File: src/rtl/mult_div_pkg.sv
// Shared constants and types for the iterative multiply/divide units in the execute stage.
package mult_div_pkg;

    localparam int unsigned WIDTH = 32;
    localparam int unsigned CNT_W = 6;

    typedef enum logic [1:0] {
        IDLE = 2'd0,
        RUN  = 2'd1,
        DONE = 2'd2
    } state_e;

    // Booth code is {Q[0], q_1}
    localparam logic [1:0] BOOTH_ADD = 2'b01;
    localparam logic [1:0] BOOTH_SUB = 2'b10;

endpackage

File: src/rtl/booth_radix2_step.sv
// One radix-2 Booth iteration: conditional add/subtract of M, then arithmetic
// right shift of {ACC, Q, q_1} by one bit.
module booth_radix2_step
    import mult_div_pkg::*;
(
    input  logic [WIDTH:0]   acc_i,
    input  logic [WIDTH-1:0] q_i,
    input  logic             q1_i,
    input  logic [WIDTH:0]   m_i,
    output logic [WIDTH:0]   acc_o,
    output logic [WIDTH-1:0] q_o,
    output logic             q1_o
);

    logic [WIDTH:0] sum;

    always_comb begin
        sum = acc_i;
        case ({q_i[0], q1_i})
            BOOTH_ADD: sum = acc_i + m_i;
            BOOTH_SUB: sum = acc_i - m_i;
            default:   sum = acc_i;
        endcase
        acc_o = {sum[WIDTH], sum[WIDTH:1]};
        q_o   = {sum[0], q_i[WIDTH-1:1]};
        q1_o  = q_i[0];
    end

endmodule

File: src/rtl/thirty_two_bit_multiply.sv
// Sequential signed 32x32 Booth multiplier for MULT; 32 iterations, HI/LO result,
// start/done handshake shared with the iterative divider.
module thirty_two_bit_multiply
    import mult_div_pkg::*;
(
    input  logic             clk,
    input  logic             resetn,
    input  logic [WIDTH-1:0] A,
    input  logic [WIDTH-1:0] B,
    input  logic             do_mult,
    output logic             busy,
    output logic             value_ready,
    output logic             exception,
    output logic [WIDTH-1:0] out,
    output logic [WIDTH-1:0] out_hi
);

    state_e           state_q, state_d;
    logic [CNT_W-1:0] cnt_q, cnt_d;
    logic [WIDTH:0]   m_q, m_d;
    logic [WIDTH:0]   acc_q, acc_d;
    logic [WIDTH-1:0] qr_q, qr_d;
    logic             q1_q, q1_d;
    logic             busy_q, busy_d;
    logic             vr_q, vr_d;
    logic             exc_q, exc_d;

    logic [WIDTH:0]   step_acc;
    logic [WIDTH-1:0] step_q;
    logic             step_q1;
    logic             last_iter;

    booth_radix2_step u_step (
        .acc_i (acc_q),
        .q_i   (qr_q),
        .q1_i  (q1_q),
        .m_i   (m_q),
        .acc_o (step_acc),
        .q_o   (step_q),
        .q1_o  (step_q1)
    );

    assign last_iter = (cnt_q == CNT_W'(WIDTH - 1));

    // Next-state and datapath update; a start in any state reloads the operands.
    always_comb begin
        state_d = state_q;
        cnt_d   = cnt_q;
        m_d     = m_q;
        acc_d   = acc_q;
        qr_d    = qr_q;
        q1_d    = q1_q;
        exc_d   = 1'b0;

        if (do_mult) begin
            state_d = RUN;
            m_d     = {A[WIDTH-1], A};
            acc_d   = '0;
            qr_d    = B;
            q1_d    = 1'b0;
            cnt_d   = '0;
        end else begin
            case (state_q)
                IDLE: state_d = IDLE;
                RUN: begin
                    acc_d = step_acc;
                    qr_d  = step_q;
                    q1_d  = step_q1;
                    cnt_d = cnt_q + CNT_W'(1);
                    if (last_iter) begin
                        state_d = DONE;
                        // Product fits in 32 bits only if HI is the sign extension of LO
                        exc_d   = (step_acc[WIDTH-1:0] != {WIDTH{step_q[WIDTH-1]}});
                    end
                end
                DONE:    state_d = IDLE;
                default: state_d = IDLE;
            endcase
        end

        busy_d = (state_d == RUN);
        vr_d   = (state_d == DONE);
    end

    always_ff @(posedge clk) begin
        if (!resetn) begin
            state_q <= IDLE;
            cnt_q   <= '0;
            m_q     <= '0;
            acc_q   <= '0;
            qr_q    <= '0;
            q1_q    <= 1'b0;
            busy_q  <= 1'b0;
            vr_q    <= 1'b0;
            exc_q   <= 1'b0;
        end else begin
            state_q <= state_d;
            cnt_q   <= cnt_d;
            m_q     <= m_d;
            acc_q   <= acc_d;
            qr_q    <= qr_d;
            q1_q    <= q1_d;
            busy_q  <= busy_d;
            vr_q    <= vr_d;
            exc_q   <= exc_d;
        end
    end

    assign busy        = busy_q;
    assign value_ready = vr_q;
    assign exception   = exc_q;
    assign out         = qr_q;
    assign out_hi      = acc_q[WIDTH-1:0];

endmodule
File: config.mk
export PLATFORM = sky130hd
export DESIGN_NAME = thirty_two_bit_multiply
export DESIGN_NICKNAME = d
export VERILOG_FILES = /design/src/rtl/mult_div_pkg.sv /design/src/rtl/booth_radix2_step.sv /design/src/rtl/thirty_two_bit_multiply.sv
export SDC_FILE = /design/constraint.sdc
export NUM_CORES = 1
export LEC_CHECK = 0
export BUFFER_PORTS_ARGS = -buffer_cell sky130_fd_sc_hd__buf_2
export CAP_MARGIN = 40
export CORE_ASPECT_RATIO = 2
export CORE_MARGIN = 5
export CORE_UTILIZATION = 40
export DETAILED_ROUTE_END_ITERATION = 10
export PLACE_DENSITY = 0.56
export REMOVE_ABC_BUFFERS = 1
export SETUP_SLACK_MARGIN = 0.02
export SLEW_MARGIN = 20
export SYNTH_ARGS = -nofsm -noshare
export SYNTH_HDL_FRONTEND = slang
export SYNTH_SLANG_ARGS = --single-unit
File: constraint.sdc
create_clock -name clk -period 8.7 [get_ports clk]
set_input_delay 1.305 -clock clk [delete_from_list [all_inputs] [get_ports clk]]
set_output_delay 1.305 -clock clk [all_outputs]
set_load 0.1 [all_outputs]
==> results of run 1 <==
## registers in the layout, indices dropped and copies added (netlist names)
name,cells
out,32
acc_q,32
m_q,32
cnt_q,6
value_ready,1
busy,1
state_q,2
q1_q,1
exception,1
## worst min path at each step
stage | startpoint | endpoint | slack (ns) | cells past startpoint
2_1_floorplan | q1_q | q1_q | 0.44 | 2
4_1_cts | q1_q | q1_q | 0.46 | 2
6_report | q1_q | q1_q | 0.46 | 2
3_5_place_dp | q1_q | q1_q | 0.45 | 2
3_3_place_gp | q1_q | q1_q | 0.44 | 2
5_1_grt | q1_q | q1_q | 0.49 | 2
## power groups by stage
stage               sequential [mW]  clock, mW  combinational (mW)
finish                        0.545      0.439               0.509
CTS                           0.546      0.451               0.509
floorplan                     0.651          0               0.276
global route                  0.550      0.469               0.549
global placement              0.557          0               0.503
detailed placement            0.558          0               0.507
## cell families (layout without fill, tap and decap cells)
group,count (synthesis),after routing,share of synthesized area
other,0,3,0
buffers and inverters,83,180,0.04696
DFF,108,108,0.2779
muxes,45,45,0.05870
adders and majority gates,36,36,0.05886
xor gates and xnor gates,42,42,0.04728
AOI/OAI and AO/OA,295,295,0.2480
and+or+nand+nor,397,397,0.2623
## critical path: stages (launching register included)
cell and delay (ns):
dfxtp_1 0.35, nor2_1 0.15, nor4b_1 0.65, nor4b_1 0.57, buf_2 0.26, and3b_1 0.31
a21oi_1 0.12, xnor2_1 0.19, ha_1 0.44, nand3_1 0.24, nor2_1 0.24, nand2_1 0.10
a211oi_1 0.65, o31a_1 0.24, o211ai_1 0.11, a311oi_1 0.59, a2111oi_2 0.12, a21boi_1 0.17
## placed cells by master (no fill, tap or decap), drive strengths merged, types with 12 or more instances in the layout
cell,Yosys,final
mux2i,40,40
or3,12,12
o21a,13,13
nor2b,71,71
o21ai,35,35
nor2,88,88
buf,20,143
dfxtp,108,108
o211ai,15,15
xnor2,36,36
a21oi,124,124
nand3,18,18
inv,21,23
a211oi,36,36
ha,35,35
nor3,24,24
nand2,111,111
a31oi,14,14
## final cells by class
| cell class | instances | share of cell area |
|---|---|---|
| multi-input cells | 815 | 0.5902 |
| flip-flops and latches | 108 | 0.2425 |
| repair buffers | 143 | 0.08755 |
| well taps | 259 | 0.03634 |
| clock buffers | 10 | 0.02568 |
| inverters | 21 | 0.008840 |
| clock inverters | 6 | 0.008138 |
| diodes | 3 | 0.0008419 |
## metrics by stage
step             util  area, sq um  setup slack (ns)
3_3_place_gp   0.4434         8548             2.960
3_5_place_dp   0.4451         8581             3.142
4_1_cts        0.4607         8882             3.095
2_1_floorplan       -         7493             3.701
5_1_grt        0.4626         8917             2.527
6_report       0.4626         8917             3.133
## metal layers
| metal | GRT usage | wire [um] |
|---|---|---|
| met2 | 0.4136 | 13770 |
| met4 | 0.1548 | 1690 |
| met3 | 0.03206 | 822 |
| met1 | 0.2224 | 8730 |
| met5 | 0 | 0 |
==> summary.md, run 1 <==
| Metric | Value |
|---|---|
| Post-synth EDFFs | `0` |
| Max_cap viols | `0` |
| Layout Nets | `1201` |
| Htree depth | `3` |
| Mapped Area | `0.007780 sq mm` |
| Clk root buf | `clkbuf_16` |
| Worst slew pin tran | `0.7639 ns` |
| DRT iter0 DRCs | `347` |
| Crit path time final | `5.567 ns` |
| Max Clock Freq | `179.6 MHz` |
| Chip width | `108.6 um` |
| Post-synth ARST share | `0` |
| Synth warn | `0` |
| Storage cell area | `0.002162 sq mm` |
| Setup Buffers After CTS | `0` |
| Worst hold path class | `reg2reg` |
| Primary FF master, synth | `dfxtp_1` |
| DR WL/cell | `18.33 um` |
| WHS | `0.4612 ns` |
| Global-route wire length before repair | `39390 um` |
| CP required | `9.00 ns` |
| Skew final | `0.01130 ns` |
| Finished Layout Cells | `1365` |
| FF-to-FF Start | `m_q[2]` |
| DRT Wirelength | `25020 um` |
| Rows | `72` |
| Setup crit end | `exception` |
| Port Buffers | `133` |
| Die area | `0.02251 sq mm` |
| Max Slew Vio Count | `0` |
| Num ports | `134` |
| Worst reg2reg endpoint | `exception` |
| Setup violators final | `0` |
| Multi-input logic area | `0.005263 sq mm` |
| Worst setup EP type | `flop` |
| Post-Place Cells | `1345` |
| R2R setup slack | `3.13 ns` |
| Largest net degree at the start of global routing | `68` |
| Initial antenna violation count | `3` |
| Total power | `1.494 mW` |
| RD Place Congestion | `0.9589` |
| Mapped Cells | `1006` |
| Clock Sinks | `108` |
| Post-DP HPWL | `19140 um` |
| Via density per instance | `5.531` |
| Crit path max fanout | `8` |
| Worst VDD drop | `0.1147 mV` |
| Relative slew slack | `0.4836` |
| Area Overhead vs Synth | `14.62%` |
| CTS Buffer Depth | `2` |
| Nature of the critical path startpoint | `flop` |
| Sequential-to-total area share from yosys stat | `0.2779` |
| Residual DRC | `0` |
| Layout cells sized above 1 | `0.1704` |
| Antenna-violating nets left | `0` |
| Synth area leaders | `dfxtp_1, a21oi_1, ha_1` |
| Setup TNS | `0 ns` |
| Final Hold Vio Count | `0` |
| Most frequent cell after synthesis | `a21oi_1` |
| Cts repair resizes | `0` |
| RSZ-0062 raised after global routing | `no` |
| Sw power | `0.5836 mW` |
| CTS tree | `built` |
| R2r worst-path depth | `17` |
| Lkg Pwr | `3.570 nW` |
| Worst-path clk slew | `0.07 ns` |
| Height of the die | `207.2 um` |
| Syn_area_per_cell | `7.734 sq um` |
| Clock power share | `0.294` |
| Starting Density | `0.4036` |
| Gr ovfl total | `0` |
| Arrival time at the worst endpoint | `5.87 ns` |
| Kind of critical path | `reg2reg` |
| Synth top area share | `0.2779` |
| Combinational power share | `0.341` |
| Hold buffer count at cts | `0` |
| Vias in the first global route | `7547` |
| All-Layer GR Usage | `0.2244` |
| Outcome | `finished, final reports clean` |
| Setup crit start | `m_q[2]` |
| TritonCTS buffer count | `9` |
| Internal | `0.9100 mW` |
| Net Sw Frac | `0.3907` |
| Synthesized flop and latch total | `108` |
| Filler Cell Count | `2072` |
| DR pass1 iterations | `5` |
| PD cells | `167.5 mW/mm^2` |
| Flop pwr share | `0.365` |
| Cell taking the most area after synthesis | `dfxtp_1` |
| Commonest cells in the netlist | `a21oi_1, nand2_1, dfxtp_1` |
| Via count | `7550` |
| Fin crit share | `0.6399` |
| CORE AREA | `0.01928 sq mm` |
| Netlist cell types | `82` |
| Clock Latency Late Sink | `0.38 ns` |
(Power assumes the default switching activity.)
==> run 2, diff against run 1 <==
- clock period: 8.7 -> 5.48 ns (I/O delays scaled with it)
==> run 2 against run 1 <==
Compared with the run above: wire length rose by 0.46%; first-iteration DRC count down 1.2%; cell count is 0.44% higher; global-route usage is 0.10 points lower; register-to-register slack worse by 2.7 ns; sequential share of layout area down 0.13 points; fmax up 9.8%; non-clock buffer count rose by 7; combinational power up 60%; count of clock-buffer cells in the layout down 1.
==> summary.md, run 2 (same netlist as run 1, synthesis figures left out) <==
| Metric | Value |
|---|---|
| Outcome | `finished, final reports clean` |
| Largest net degree at the start of global routing | `67 (-1.5%)` |
| Htree depth | `3 (unchanged)` |
| Clk root buf | `clkbuf_16` |
| Max_cap viols | `0 (unchanged)` |
| Worst-path clk slew | `0.07 ns (about the same)` |
| Setup violators final | `0 (unchanged)` |
| Final Hold Vio Count | `0 (unchanged)` |
| Num ports | `134 (unchanged)` |
| Multi-input logic area | `0.005268 sq mm (about the same)` |
| CTS tree | `built` |
| Storage cell area | `0.002162 sq mm (unchanged)` |
| Starting Density | `0.4036 (unchanged)` |
| Cts repair resizes | `0 (unchanged)` |
| Lkg Pwr | `3.606 nW (+1.0%)` |
| Worst slew pin tran | `0.7777 ns (+0.01379 ns)` |
| Antenna-violating nets left | `0 (unchanged)` |
| Worst setup EP type | `flop` |
| Global-route wire length before repair | `39340 um (-0.12%)` |
| Initial antenna violation count | `2 (-1)` |
| Total power | `2.382 mW (+59%)` |
| Hold buffer count at cts | `0 (unchanged)` |
| WHS | `0.4707 ns (+0.009469 ns)` |
| Crit path max fanout | `8 (unchanged)` |
| Die area | `0.02251 sq mm (unchanged)` |
| DRT iter0 DRCs | `343 (-1.2%)` |
| Height of the die | `207.2 um (unchanged)` |
| Post-DP HPWL | `19350 um (+1.1%)` |
| PD cells | `265.7 mW/mm^2 (+59%)` |
| Setup TNS | `0 ns (unchanged)` |
| Gr ovfl total | `0 (unchanged)` |
| CORE AREA | `0.01928 sq mm (unchanged)` |
| Setup Buffers After CTS | `0 (unchanged)` |
| Fin crit share | `0.9254 (+0.2856)` |
| Commonest non-fill, non-tap cell in the layout | `buf_2` |
| DRT Wirelength | `25130 um (+0.46%)` |
| Design area | `0.008964 sq mm (+0.52%)` |
| RSZ-0062 raised after global routing | `no` |
| Max Clock Freq | `197.2 MHz (+9.8%)` |
| Clock Sinks | `108 (unchanged)` |
| Max Slew Vio Count | `0 (unchanged)` |
| CTS Buffer Depth | `2 (unchanged)` |
| Clock Latency Late Sink | `0.37 ns (about the same)` |
| Filler Cell Count | `2099 (+1.3%)` |
| Via count | `7636 (+1.1%)` |
| Residual DRC | `0 (unchanged)` |
| Relative slew slack | `0.4805 (-0.003118)` |
| Chip width | `108.6 um (unchanged)` |
| Commonest non-fill, non-tap cells in the layout | `buf_2, a21oi_1, nand2_1, dfxtp_1, nor2_1` |
| Layout cells sized above 1 | `0.1775 (+0.007033)` |
| RD Place Congestion | `0.9212 (-3.9%)` |
| Worst hold path class | `reg2reg` |
| Rows | `72 (unchanged)` |
| DR WL/cell | `18.33 um (about the same)` |
| Area Overhead vs Synth | `15.21%` |
| Layout Nets | `1208 (+0.58%)` |
| Crit path time final | `5.071 ns (-0.4954 ns)` |
| Skew final | `0.01012 ns (-0.001175 ns)` |
| Kind of critical path | `reg2reg` |
| DR pass1 iterations | `4 (-1)` |
| CP required | `5.73 ns (-3.27 ns)` |
| DP Area | `0.008643 sq mm (+0.73%)` |
| Port Buffers | `133 (unchanged)` |
| All-Layer GR Usage | `0.2234 (-0.001042)` |
| Arrival time at the worst endpoint | `5.32 ns (-0.55 ns)` |
| Vias in the first global route | `7424 (-1.6%)` |
| Nature of the critical path startpoint | `flop` |
| Worst VDD drop | `0.1536 mV (+34%)` |
| Via density per instance | `5.570 (+0.70%)` |
| TritonCTS buffer count | `9 (unchanged)` |
[run 2: final cells by class]
type                       count  area share
clock inverter                 7    0.009492
sequential                   108      0.2412
clock buffer                   9     0.02513
antenna                        2   0.0005583
inverter                      21    0.008794
timing repair buffer         150     0.09101
multi-input combinational    815      0.5877
tap                          259     0.03615
[run 2: path summary, 6_finish.rpt]
kind,startpoint,to,slack [ns],cells after the start
hold / removal,q1_q,q1_q,0.47,2
setup reg to reg,m_q[0],exception,0.41,18
setup / recovery,m_q[0],exception,0.41,18
hold reg to reg,q1_q,q1_q,0.47,2
[run 2: layer usage]
layer  wire, um  vias up  global-route usage
met5          0        -                   0
met4       1439        0              0.1351
met3        848       67             0.02832
met2      13940      167              0.4147
met1       8903     3573              0.2293
li1           -     3829                   -
[run 2: where the power goes]
part,switching [mW],internal [mW],leakage [nW]
registers,0.0435,0.822,0.886
clock network,0.342,0.362,0.149
logic,0.547,0.265,2.57
total,0.932,1.45,3.61
[run 2: worst max-delay path: stages (launching register included)]
cell and delay, ns:
dfxtp_1 0.35, inv_1 0.07, ha_1 0.18, or4b_1 0.59
nor4_4 0.22, buf_4 0.19, a21oi_1 0.08, xnor2_1 0.28
ha_1 0.38, nand2_1 0.10, o21ai_0 0.15, a21oi_1 0.31
a21boi_1 0.15, o31a_1 0.33, or4_1 0.50, nor4_1 0.36
o221ai_1 0.23, a2111oi_2 0.38, a21boi_1 0.11
[run 2: per-stage QoR]
step                      std cells  setup WS (ns)  utilization
after global routing           1371         0.1288       0.4650
after detailed placement       1353         0.3486       0.4483
after floorplan                 944         0.4810            -
after global placement         1351         0.3710       0.4465
final                          1371         0.4086       0.4650
after CTS                      1369         0.3055       0.4644
